## src/rtl/ece571f23_g5_aes_round_ctrl.sv

```systemverilog
`default_nettype none
// ============================================================================
// Module      : ece571f23_g5_aes_round_ctrl
// Description : Iterative AES-128 encryption round sequencer.
//               Takes a plaintext/cipher-key pair over a valid/ready handshake
//               and performs the initial AddRoundKey (text ^ key). It then
//               steps an external one-round datapath and a one-step
//               key-expansion block through NR rounds. It supplies rcon and
//               the last-round MixColumns bypass, and returns the ciphertext
//               over a second valid/ready handshake.
//
// Ports       : clk            in   single clock, rising edge
//               rst            in   asynchronous, active-high reset
//               in_valid       in   plaintext/key pair presented
//               in_ready       out  controller can accept a pair
//               plaintext      in   input block
//               cipher_key     in   cipher key (round key 0)
//               out_valid      out  ciphertext valid
//               out_ready      in   consumer accepts ciphertext
//               ciphertext     out  result block, 0 when out_valid=0
//               dp_state       out  registered state to round datapath
//               dp_prev_key    out  registered round key r-1 to key step
//               dp_rcon        out  rcon for current round r (0 outside ROUND)
//               dp_last_round  out  high in final round, bypass MixColumns
//               dp_next_state  in   combinational round result for round r
//               dp_next_key    in   combinational round key r
//               busy           out  high in any state other than IDLE
//               round          out  current round counter, 0 in IDLE/DONE
//
// Revision    : 1.0  initial release
// ============================================================================
module ece571f23_g5_aes_round_ctrl #(
    parameter int DATA_W = 128,
    parameter int NR     = 10
) (
    input  logic              clk,
    input  logic              rst,
    input  logic              in_valid,
    output logic              in_ready,
    input  logic [DATA_W-1:0] plaintext,
    input  logic [DATA_W-1:0] cipher_key,
    output logic              out_valid,
    input  logic              out_ready,
    output logic [DATA_W-1:0] ciphertext,
    output logic [DATA_W-1:0] dp_state,
    output logic [DATA_W-1:0] dp_prev_key,
    output logic [7:0]        dp_rcon,
    output logic              dp_last_round,
    input  logic [DATA_W-1:0] dp_next_state,
    input  logic [DATA_W-1:0] dp_next_key,
    output logic              busy,
    output logic [3:0]        round
);

    // ------------------------------------------------------------------------
    // State encoding. Encoding 2'd3 is unreachable and falls back to IDLE.
    // ------------------------------------------------------------------------
    localparam logic [1:0] c_st_idle  = 2'd0;
    localparam logic [1:0] c_st_round = 2'd1;
    localparam logic [1:0] c_st_done  = 2'd2;

    localparam logic [3:0] c_nr = 4'(NR);

    // Round constants for AES-128 rounds 1..10; anything else yields 0.
    function automatic logic [7:0] rcon_lut(input logic [3:0] r);
        logic [7:0] v;
        case (r)
            4'd1:    v = 8'h01;
            4'd2:    v = 8'h02;
            4'd3:    v = 8'h04;
            4'd4:    v = 8'h08;
            4'd5:    v = 8'h10;
            4'd6:    v = 8'h20;
            4'd7:    v = 8'h40;
            4'd8:    v = 8'h80;
            4'd9:    v = 8'h1b;
            4'd10:   v = 8'h36;
            default: v = 8'h00;
        endcase
        return v;
    endfunction

    // ------------------------------------------------------------------------
    // Registered state
    // ------------------------------------------------------------------------
    logic [1:0]        r_state;
    logic [3:0]        r_round;
    logic [DATA_W-1:0] r_text;
    logic [DATA_W-1:0] r_key;
    logic [DATA_W-1:0] r_ct;
    logic              r_in_ready;
    logic              r_out_valid;
    logic              r_busy;
    logic [7:0]        r_rcon;
    logic              r_last;

    // ------------------------------------------------------------------------
    // Next-state values
    // ------------------------------------------------------------------------
    logic [1:0]        w_state_nxt;
    logic [3:0]        w_round_nxt;
    logic [DATA_W-1:0] w_text_nxt;
    logic [DATA_W-1:0] w_key_nxt;
    logic [DATA_W-1:0] w_ct_nxt;
    logic              w_accept;
    logic              w_deliver;

    // Handshakes qualify on the registered ready/valid so that they are
    // exactly what the outside world sees this cycle.
    assign w_accept  = (r_state == c_st_idle) && in_valid && r_in_ready;
    assign w_deliver = (r_state == c_st_done) && r_out_valid && out_ready;

    always_comb begin
        w_state_nxt = r_state;
        w_round_nxt = r_round;
        w_text_nxt  = r_text;
        w_key_nxt   = r_key;
        w_ct_nxt    = r_ct;

        case (r_state)
            c_st_idle: begin
                if (w_accept) begin
                    // Initial AddRoundKey happens here; the datapath only
                    // ever sees rounds 1..NR.
                    w_text_nxt  = plaintext ^ cipher_key;
                    w_key_nxt   = cipher_key;
                    w_round_nxt = 4'd1;
                    w_state_nxt = c_st_round;
                end
            end

            c_st_round: begin
                w_text_nxt = dp_next_state;
                w_key_nxt  = dp_next_key;
                if (r_round == c_nr) begin
                    // The final round's result is captured directly into the
                    // output register so ciphertext is registered in DONE.
                    w_ct_nxt    = dp_next_state;
                    w_round_nxt = 4'd0;
                    w_state_nxt = c_st_done;
                end else begin
                    w_round_nxt = r_round + 4'd1;
                end
            end

            c_st_done: begin
                if (w_deliver) begin
                    // Clearing here keeps ciphertext at 0 whenever out_valid=0.
                    w_ct_nxt    = '0;
                    w_state_nxt = c_st_idle;
                end
            end

            default: begin
                w_state_nxt = c_st_idle;
                w_round_nxt = 4'd0;
                w_ct_nxt    = '0;
            end
        endcase
    end

    // ------------------------------------------------------------------------
    // State and output registers. All handshake and datapath-control outputs
    // are decoded from the next state and registered, so they are glitch-free
    // and line up with the state they describe.
    // ------------------------------------------------------------------------
    always_ff @(posedge clk or posedge rst) begin
        if (rst) begin
            r_state     <= c_st_idle;
            r_round     <= 4'd0;
            r_text      <= '0;
            r_key       <= '0;
            r_ct        <= '0;
            r_in_ready  <= 1'b1;
            r_out_valid <= 1'b0;
            r_busy      <= 1'b0;
            r_rcon      <= 8'h00;
            r_last      <= 1'b0;
        end else begin
            r_state     <= w_state_nxt;
            r_round     <= w_round_nxt;
            r_text      <= w_text_nxt;
            r_key       <= w_key_nxt;
            r_ct        <= w_ct_nxt;
            r_in_ready  <= (w_state_nxt == c_st_idle);
            r_out_valid <= (w_state_nxt == c_st_done);
            r_busy      <= (w_state_nxt != c_st_idle);
            r_rcon      <= (w_state_nxt == c_st_round) ? rcon_lut(w_round_nxt) : 8'h00;
            r_last      <= (w_state_nxt == c_st_round) && (w_round_nxt == c_nr);
        end
    end

    // ------------------------------------------------------------------------
    // Output mapping
    // ------------------------------------------------------------------------
    assign in_ready      = r_in_ready;
    assign out_valid     = r_out_valid;
    assign ciphertext    = r_ct;
    assign dp_state      = r_text;
    assign dp_prev_key   = r_key;
    assign dp_rcon       = r_rcon;
    assign dp_last_round = r_last;
    assign busy          = r_busy;
    assign round         = r_round;

endmodule
`default_nettype wire

```

## config.mk

```make
export PLATFORM = sky130hd
export DESIGN_NAME = ece571f23_g5_aes_round_ctrl
export DESIGN_NICKNAME = d
export VERILOG_FILES = /design/src/rtl/ece571f23_g5_aes_round_ctrl.sv
export SDC_FILE = /design/constraint.sdc
export NUM_CORES = 1
export LEC_CHECK = 0
export ABC_CLOCK_PERIOD_IN_PS = 18100
export CAP_MARGIN = 20
export CORE_AREA = 2 2 358 360
export CTS_CLUSTER_SIZE = 8
export DETAILED_ROUTE_END_ITERATION = 6
export DIE_AREA = 0 0 360 362
export DONT_BUFFER_PORTS = 1
export HOLD_SLACK_MARGIN = 0.05
export PLACE_DENSITY = 0.35
export SETUP_SLACK_MARGIN = 0.15
export SYNTH_ARGS = -nofsm -noshare
export SYNTH_HDL_FRONTEND = slang
export SYNTH_SLANG_ARGS = --single-unit
```

## constraint.sdc

```tcl
create_clock -name clk -period 18.1 [get_ports clk]
set_input_delay 2.715 -clock clk [delete_from_list [all_inputs] [get_ports clk]]
set_output_delay 2.715 -clock clk [all_outputs]
set_load 0.02 [all_outputs]
```

-- Yosys cells after proc, flatten, opt, wreduce, memory -nomap -nowiden
Memory sizes are Yosys's and may differ from the RTL's.
Index checks and enable logic that the tools add are counted.
- add/subtract/negate cells: 1
- shifts and indexed selects: 0
- bitwise logic cells: 2
- reduce and logical (&&, ||, !) cells: 11
- divide/modulo/power cells: 0
- equal/unequal tests: 9
- $lt $le $gt $ge: 0
- muxes and demuxes: 15
- multiply operators: 0
- operators with widths (operator ; count):
    two-way mux 128 bit ; 4
    one-hot mux 128 bit (2 select lines) ; 2
    one-hot mux 128 bit (3 select lines) ; 1
    bitwise XOR 128 bit ; 1
    one-hot mux 4 bit (3 select lines) ; 1
    equality test 4 bit, second input constant ; 2
    two-way mux 4 bit ; 2
    two-way mux 8 bit ; 1
    two-way mux 2 bit ; 3
    inequality test 2 bit, second input constant ; 3
    one-hot mux 2 bit (3 select lines) ; 1
    logical AND 1 bit ; 5
    adder 4 x 1 -> 4 bit, second input constant ; 1
    equality test 2 x 1 -> 1 bit, second input constant ; 2
    equality test 2 bit, second input constant ; 2
    zero test 2 bit ; 2
    nonzero test 2 bit ; 2
    AND reduction 3 bit ; 1
    AND reduction 2 bit ; 1
    inverter 1 bit ; 1
- output and inout port bits: 400
- flip-flop bits (word level): 402
- memory bits (read-only): 128
- bits of input ports: 516
- RAM bits: 0
- latch bits: 0
- memories kept: 1
- memories (memory ; depth ; bits a word ; rd ports ; clocked after Yosys merged registers in ; write ports ; line ; source):
    (no name shown) ; 16 ; 8 ; 1 ; 0 ; 0 ; 67 ; case (r)

-- Longest topological paths before layout
Gate-level depths: netlist of the first run.
- word-level depth: 7
- gate-level depth with buffers: 11

-- Least setup slack after synthesis of the first run
Ideal clock, no wire load.
- kind: input to register
- from: input port in_valid
- to: register r_rcon[4], in the netlist dp_rcon[4]
- required time: 18.005 ns
- cell stages on the path: 7
- path slack: 13.955 ns
- data arrival time: 4.050 ns
- setup time: 0.095 ns
- path buffers: 2
- cells stage by stage: nand3b_1 nor2_1 clkbuf_1 buf_2 nor2_1 ha_1 o32ai_2
- word-level cells in the longest chain between the ends: 6
- elaborated cells between the ends (all ways): 9
- those cells by class: eq/ne: 1; mux: 5; reduce/logical: 2; memory: 1
- ends and longest elaborated chain (what ; line ; source):
    start, declared ; 38 ; input logic in_valid,
    logical AND 1 bit (*) (2 in a row) ; 110 ; assign w_accept = (r_state == c_st_idle) && in_valid && r_in_ready;
    two-way mux 4 bit or two-way mux 2 bit (tied branches) ; 122 ; if (w_accept) begin
    one-hot mux 4 bit (3 select lines) or one-hot mux 2 bit (3 select lines) (tied branches) ; 120 ; case (r_state)
    memory read (16 x 8 bit) or equality test 2 x 1 -> 1 bit (tied branches) ; -- ;
    two-way mux 8 bit (*) ; 188 ; r_rcon <= (w_state_nxt == c_st_round) ? rcon_lut(w_round_nxt) : 8'h00;
    end signal, assigned ; 188 ;
    end, declared ; 94 ; logic [7:0] r_rcon;
Mark *: on every way between the ends. The rest lies on a longest branch, timed or not.
A chain may end at the register's enable or synchronous reset.

==> results of run 1 <==
## logic make-up (layout without fill, tap and decap cells)
| kind of cell | Yosys count | after routing | share of synthesized area |
|---|---|---|---|
| compound gates | 404 | 404 | 0.153 |
| xor+xnor | 129 | 129 | 0.0634 |
| fa+ha+maj | 4 | 4 | 0.00281 |
| buf+inv | 252 | 236 | 0.0696 |
| flops | 402 | 402 | 0.565 |
| mux | 128 | 128 | 0.0809 |
| other cells | 0 | 9 | 0 |
| simple gates | 292 | 292 | 0.0653 |
## power breakdown
group	internal [uW]	total [uW]	switching [uW]	leakage [uW]
clock network	579	982	403	0.000756
logic	493	1190	700	0.00315
registers	1290	2170	882	0.00501
total	2360	4350	1990	0.00892
## worst max-delay path, cell delays in order
cell	delay, ps
inv_8	280
buf_4	700
buf_4	830
buf_4	720
## flip-flops by register name, indices dropped and copies added, names as in the netlist
signal / count
ciphertext: 128
dp_prev_key: 128
dp_state: 128
dp_rcon: 8
round: 4
r_state: 2
busy: 1
dp_last_round: 1
in_ready: 1
out_valid: 1
## routing by layer
layer | vias to the layer above | global-route usage | share of wire
met5 | - | 0 | 0.00067
met4 | 8 | 0.0493 | 0.041
met3 | 166 | 0.0537 | 0.11
met2 | 710 | 0.179 | 0.48
met1 | 6478 | 0.120 | 0.37
li1 | 5546 | - | -
## cells in the mapped netlist, types with 2 or more instances
cell type  number
a21oi_1         5
a222oi_1      128
buf_1           3
buf_2          57
buf_6          29
clkbuf_1       26
dfrtp_1       401
ha_1            4
inv_1         135
mux2_2        128
nand2_1       264
nand2b_1        4
nand3_1         3
nand3b_1        2
nor2_1          8
nor3_1          2
o21ai_0       147
o21ai_1       114
o32ai_2         2
xnor2_1       128
## worst paths after layout
path	from	to	slack, ps	cells past startpoint
hold reg to reg	ciphertext[54]	ciphertext[54]	620	2
max in group clk	in_valid	dp_state[72]	13370	5
setup / recovery	rst	ciphertext[116]	13300	4
hold / removal	ciphertext[54]	ciphertext[54]	620	2
min in group asynchronous	rst	dp_prev_key[42]	1950	1
setup reg to reg	r_state[0]	dp_state[73]	14220	7
## final cells by class
type | instances | area, um^2 | share of cell area
diodes | 9 | 22.5 | 0.00107
clock buffers | 77 | 1540 | 0.0736
clock inverters | 2 | 23.8 | 0.00113
inverters | 136 | 518 | 0.0247
multi-input cells | 957 | 6540 | 0.312
flip-flops and latches | 402 | 10100 | 0.480
well taps | 1662 | 2080 | 0.0992
repair buffers | 21 | 170 | 0.00812
## through the flow
step                instance area (um^2)  power (uW)  hold slack [ps]  worst slack, ps  std cells
CTS                                20900        4430              626            13130       3257
global route                       20900        4620              651            12780       3261
floorplan                          17800        2980              582             4210       1611
detailed placement                 19400        3410              614            12410       3178
global placement                   19400        3370              617            12520       3178
finish                             21000        4350              617            13300       3266
==> flow_summary.yaml, run 1 <==
routing:
  drt_iter0_drc: 1334
  drtPass1Iterations: 7
  num_vias: 12908
  wl_per_cell_um: 23.2
  drc_errors: 15
  drtAntennaViolNets: 0
  wirelength_mm: 75.7
  vias_per_cell: 3.95
grt:
  grt_overflow: 0
  grt_pass1_vias: 13425
  grt_pass1_wl_mm: 103
  antenna_found_initial: 15
  grt_max_degree: 172
  track_usage: 0.110
floorplanning:
  rows: 131
  die_h_um: 362
  dieArea_um2: 130000
  ios: 916
  die-width_um: 360
  initial_core_util: 0.141
  core_um2: 127000
pwr:
  p_per_area_nw_per_um2: 207
  p_leak_uw: 0.00892
  ir_worst_vdd_mv: 0.115
timing:
  maxSlewViolCount: 0
  fin_skew_ps: 24.6
  rsz0062_at_grt: "no"
  finalCritPeriodShare: 0.265
  tns_ps: 0
  fin_crit_ps: 4800
  fmax_ghz: 0.208
  setup_viol: 0
  tightest_slew_ps: 990
  hold_violations: 0
  relSlewSlack: 0.340
finish:
  fillers: 14105
  final_nets: 2095
  layout_commonest_cell: "dfrtp_1"
  drive_above_1_share: 0.140
  fin_util: 0.165
  final_cell_mix: "401 x dfrtp_1, 264 x nand2_1, 147 x o21ai_0"
  syn2layout_area_growth_pct: 17.7
synth:
  yosysTopAreaCell: "dfrtp_1"
  synth-seq-cells: 402
  synth_area_leaders: "dfrtp_1 56%, mux2_2 8.1%, a222oi_1 7.2%, xnor2_1 6.3%, nand2_1 5.6%"
  ys_async_sr_fraction: 1.00
  avgSynthCellArea_um2: 11.1
  netlist-cell-type-count: 41
  syn-num-nets: 2131
  syn_inst: 1611
  syn-cell-area_um2: 17800
  yosysSeqAreaShare: 0.565
  ys_warn_count: 0
  synth_edf_count: 0
  yosysTopAreaCellShare: 0.563
  synthFlopType: "dfrtp_1"
job:
  maxCapViolCount: 0
clock_network:
  cts_hold_buf: 0
  clock-root-buffer: "clkbuf_16"
  clock_latency_ps: 620
  clk_pin_slew_worst_paths_ps: 50
  numCtsBuffers: 57
  postCtsResizedCells: 0
  cts_max_path_buffers: 3
  htree_num_levels: 2
  numClockSinks: 402
  tritoncts: "yes"
  post-cts-setup-buffers: 0
critical_path:
  worstPathArrival_ps: 5460
  worstPathMaxFanout: 71
  criticalPathCategory: "input pin to asynchronous set/reset pin"
  start_kind: "input pin"
  crit_required_ps: 18760
  endpoint_kind: "asynchronous set/reset pin"
run_status:
  violations: "design-rule violations"
  status: "finished with violations"
placement:
  post-dp-hpwl_mm: 58.7
  portBuffers: 0
  routabilityCongestion: 0.941
worst_hold_path:
  hold_class: "register to register"
Power figures use the tool's default switching activity.
==> run 2: changes to the inputs <==
--- a/config.mk
+++ b/config.mk
@@ -5,7 +5,7 @@
 export SDC_FILE = /design/constraint.sdc
 export NUM_CORES = 1
 export LEC_CHECK = 0
-export ABC_CLOCK_PERIOD_IN_PS = 18100
+export ABC_CLOCK_PERIOD_IN_PS = 5000
 export CAP_MARGIN = 20
 export CORE_AREA = 2 2 358 360
 export CTS_CLUSTER_SIZE = 8
==> constraint.sdc (replaced) <==
create_clock -name clk -period 5 [get_ports clk]
set_input_delay 0.75 -clock clk [delete_from_list [all_inputs] [get_ports clk]]
set_output_delay 0.75 -clock clk [all_outputs]
set_load 0.02 [all_outputs]
==> run 2 against run 1 <==
  * The run still ends with design-rule violations left
  * Final cell count increased by 0.34%
  * Critical path depth increased by 1
  * Total power increased to 3.6 times the previous value
  * Clock skew increased by 3.9 ps
  * Clock power increased to 3.6 times the previous value
  * Setup slack got worse by 11000 ps
  * Non-clock buffer count increased by 17
  * Combinational power increased to 3.7 times the previous value
  * Core utilization increased by 0.18 points
==> flow_summary.yaml, run 2 (same netlist as run 1, synthesis figures left out) <==
run_status:
  status: "finished with violations"
  violations: "design-rule violations"
timing:
  setup_viol: 0
  fin_skew_ps: 28.5
  tightest_slew_ps: 964
  setup_ws_ps: 2490
  rsz0062_at_grt: "no"
  fin_crit_ps: 2510
  maxSlewViolCount: 0
  relSlewSlack: 0.357
  finalCritPeriodShare: 0.503
  hold_violations: 0
  fmax_ghz: 0.398
clock_network:
  cts_max_path_buffers: 3
  clock-root-buffer: "clkbuf_16"
  htree_num_levels: 2
  numCtsBuffers: 57
  cts_hold_buf: 0
  tritoncts: "yes"
  post-cts-setup-buffers: 0
  numClockSinks: 402
  clk_pin_slew_worst_paths_ps: 50
  clock_latency_ps: 630
  postCtsResizedCells: 0
pwr:
  p_per_area_nw_per_um2: 748
  ir_worst_vdd_mv: 0.307
  p_leak_uw: 0.00904
critical_path:
  crit_required_ps: 5560
  criticalPathCategory: "register to register"
  crit_buf_inv: 1
  max_stage_delay_ps: 580
  worstPathMaxFanout: 137
  crit_slowest_cell: "dfrtp_1"
  start_kind: "register"
  endpoint_kind: "register"
  path_cells: "nor2b_4 > buf_12 > nand2_1 > o21ai_1 > mux2_2"
  worstPathArrival_ps: 3080
  path_delay_family: "simple AND/OR/NAND/NOR gates"
placement:
  dpl.cell_count: 3195
  portBuffers: 0
  post-dp-hpwl_mm: 60.2
  routabilityCongestion: 0.906
  place_ws_ps: 2470
finish:
  drive_above_1_share: 0.150
  fillers: 14139
  final_cell_mix: "401 x dfrtp_1, 264 x nand2_1, 147 x o21ai_0"
  final_nets: 2112
  layout_commonest_cell: "dfrtp_1"
  final_cells: 3277
  syn2layout_area_growth_pct: 18.9
routing:
  wl_per_cell_um: 23.6
  num_vias: 12993
  drt_iter0_drc: 1355
  drtPass1Iterations: 7
  drtAntennaViolNets: 0
  vias_per_cell: 3.96
  drc_errors: 28
  wirelength_mm: 77.3
grt:
  grt_pass1_vias: 13686
  grt_max_degree: 138
  antenna_found_initial: 13
  grt_pass1_wl_mm: 106
  grt_overflow: 0
  track_usage: 0.113
floorplanning:
  die_h_um: 362
  ios: 916
  dieArea_um2: 130000
  die-width_um: 360
  core_um2: 127000
  initial_core_util: 0.141
  rows: 131
worst_hold_path:
  hold_class: "input pin to asynchronous set/reset pin"
job:
  maxCapViolCount: 0
[run 2: cell count changes in the layout (fill, tap and decap cells not counted), sizes merged]
cell      previous run  this run
clkbuf              77        74
diode                9         5
inv                136       137
clkinvlp             1         2
clkinv               1         0
buf                 21        38
[run 2: area by class of cell]
cell class	instances	area [um^2]	area share
timing repair buffer	38	410	0.0194
sequential	402	10100	0.475
inverter	136	514	0.0243
antenna	5	12.5	0.000591
multi-input combinational	957	6540	0.309
clock inverter	3	47.5	0.00224
tap	1662	2080	0.0982
clock buffer	74	1520	0.0718
[run 2: through the flow]
| step | TNS [ps] | hold WS, ps | util | power, uW | cell area [um^2] |
|---|---|---|---|---|---|
| global placement | 0 | 617 | 0.155 | 12300 | 19600 |
| global route | 0 | 178 | 0.167 | 16800 | 21200 |
| finish | 0 | 179 | 0.167 | 15800 | 21200 |
| floorplan | -466330 | 582 | - | 10800 | 17800 |
| CTS | 0 | 160 | 0.167 | 16100 | 21200 |
| detailed placement | 0 | 618 | 0.155 | 12400 | 19600 |
[run 2: worst register-to-register path, cell delays in order (launching register included)]
cell     delay, ps
dfrtp_1        580
nor2b_4        550
buf_12         380
nand2_1        580
o21ai_1        160
mux2_2         180
[run 2: final timing paths]
kind,startpoint,to,slack (ps),depth (start not counted)
worst min register to register,ciphertext[58],ciphertext[58],620,2
min in group clk,dp_next_key[26],dp_prev_key[26],240,2
worst max-delay path,r_state[0],dp_state[60],2490,5
worst max register to register,r_state[0],dp_state[60],2490,5
worst min-delay path,rst,dp_prev_key[60],180,1
max in group asynchronous,rst,dp_state[96],3530,3
[run 2: report_power, final]
group / internal (uW) / leakage (uW) / switching [uW] / total [uW]
Combinational: 1880 / 0.00327 / 2520 / 4400
Clock: 2090 / 0.000760 / 1500 / 3580
Sequential: 4670 / 0.00501 / 3180 / 7860
Total: 8640 / 0.00904 / 7200 / 15800
[run 2: routing by layer]
layer / share of wire / track usage / vias up
met2: 0.48 / 0.185 / 706
met3: 0.12 / 0.0541 / 138
li1: - / - / 5560
met5: 0.0011 / 0 / -
met1: 0.37 / 0.126 / 6577
met4: 0.034 / 0.0422 / 12
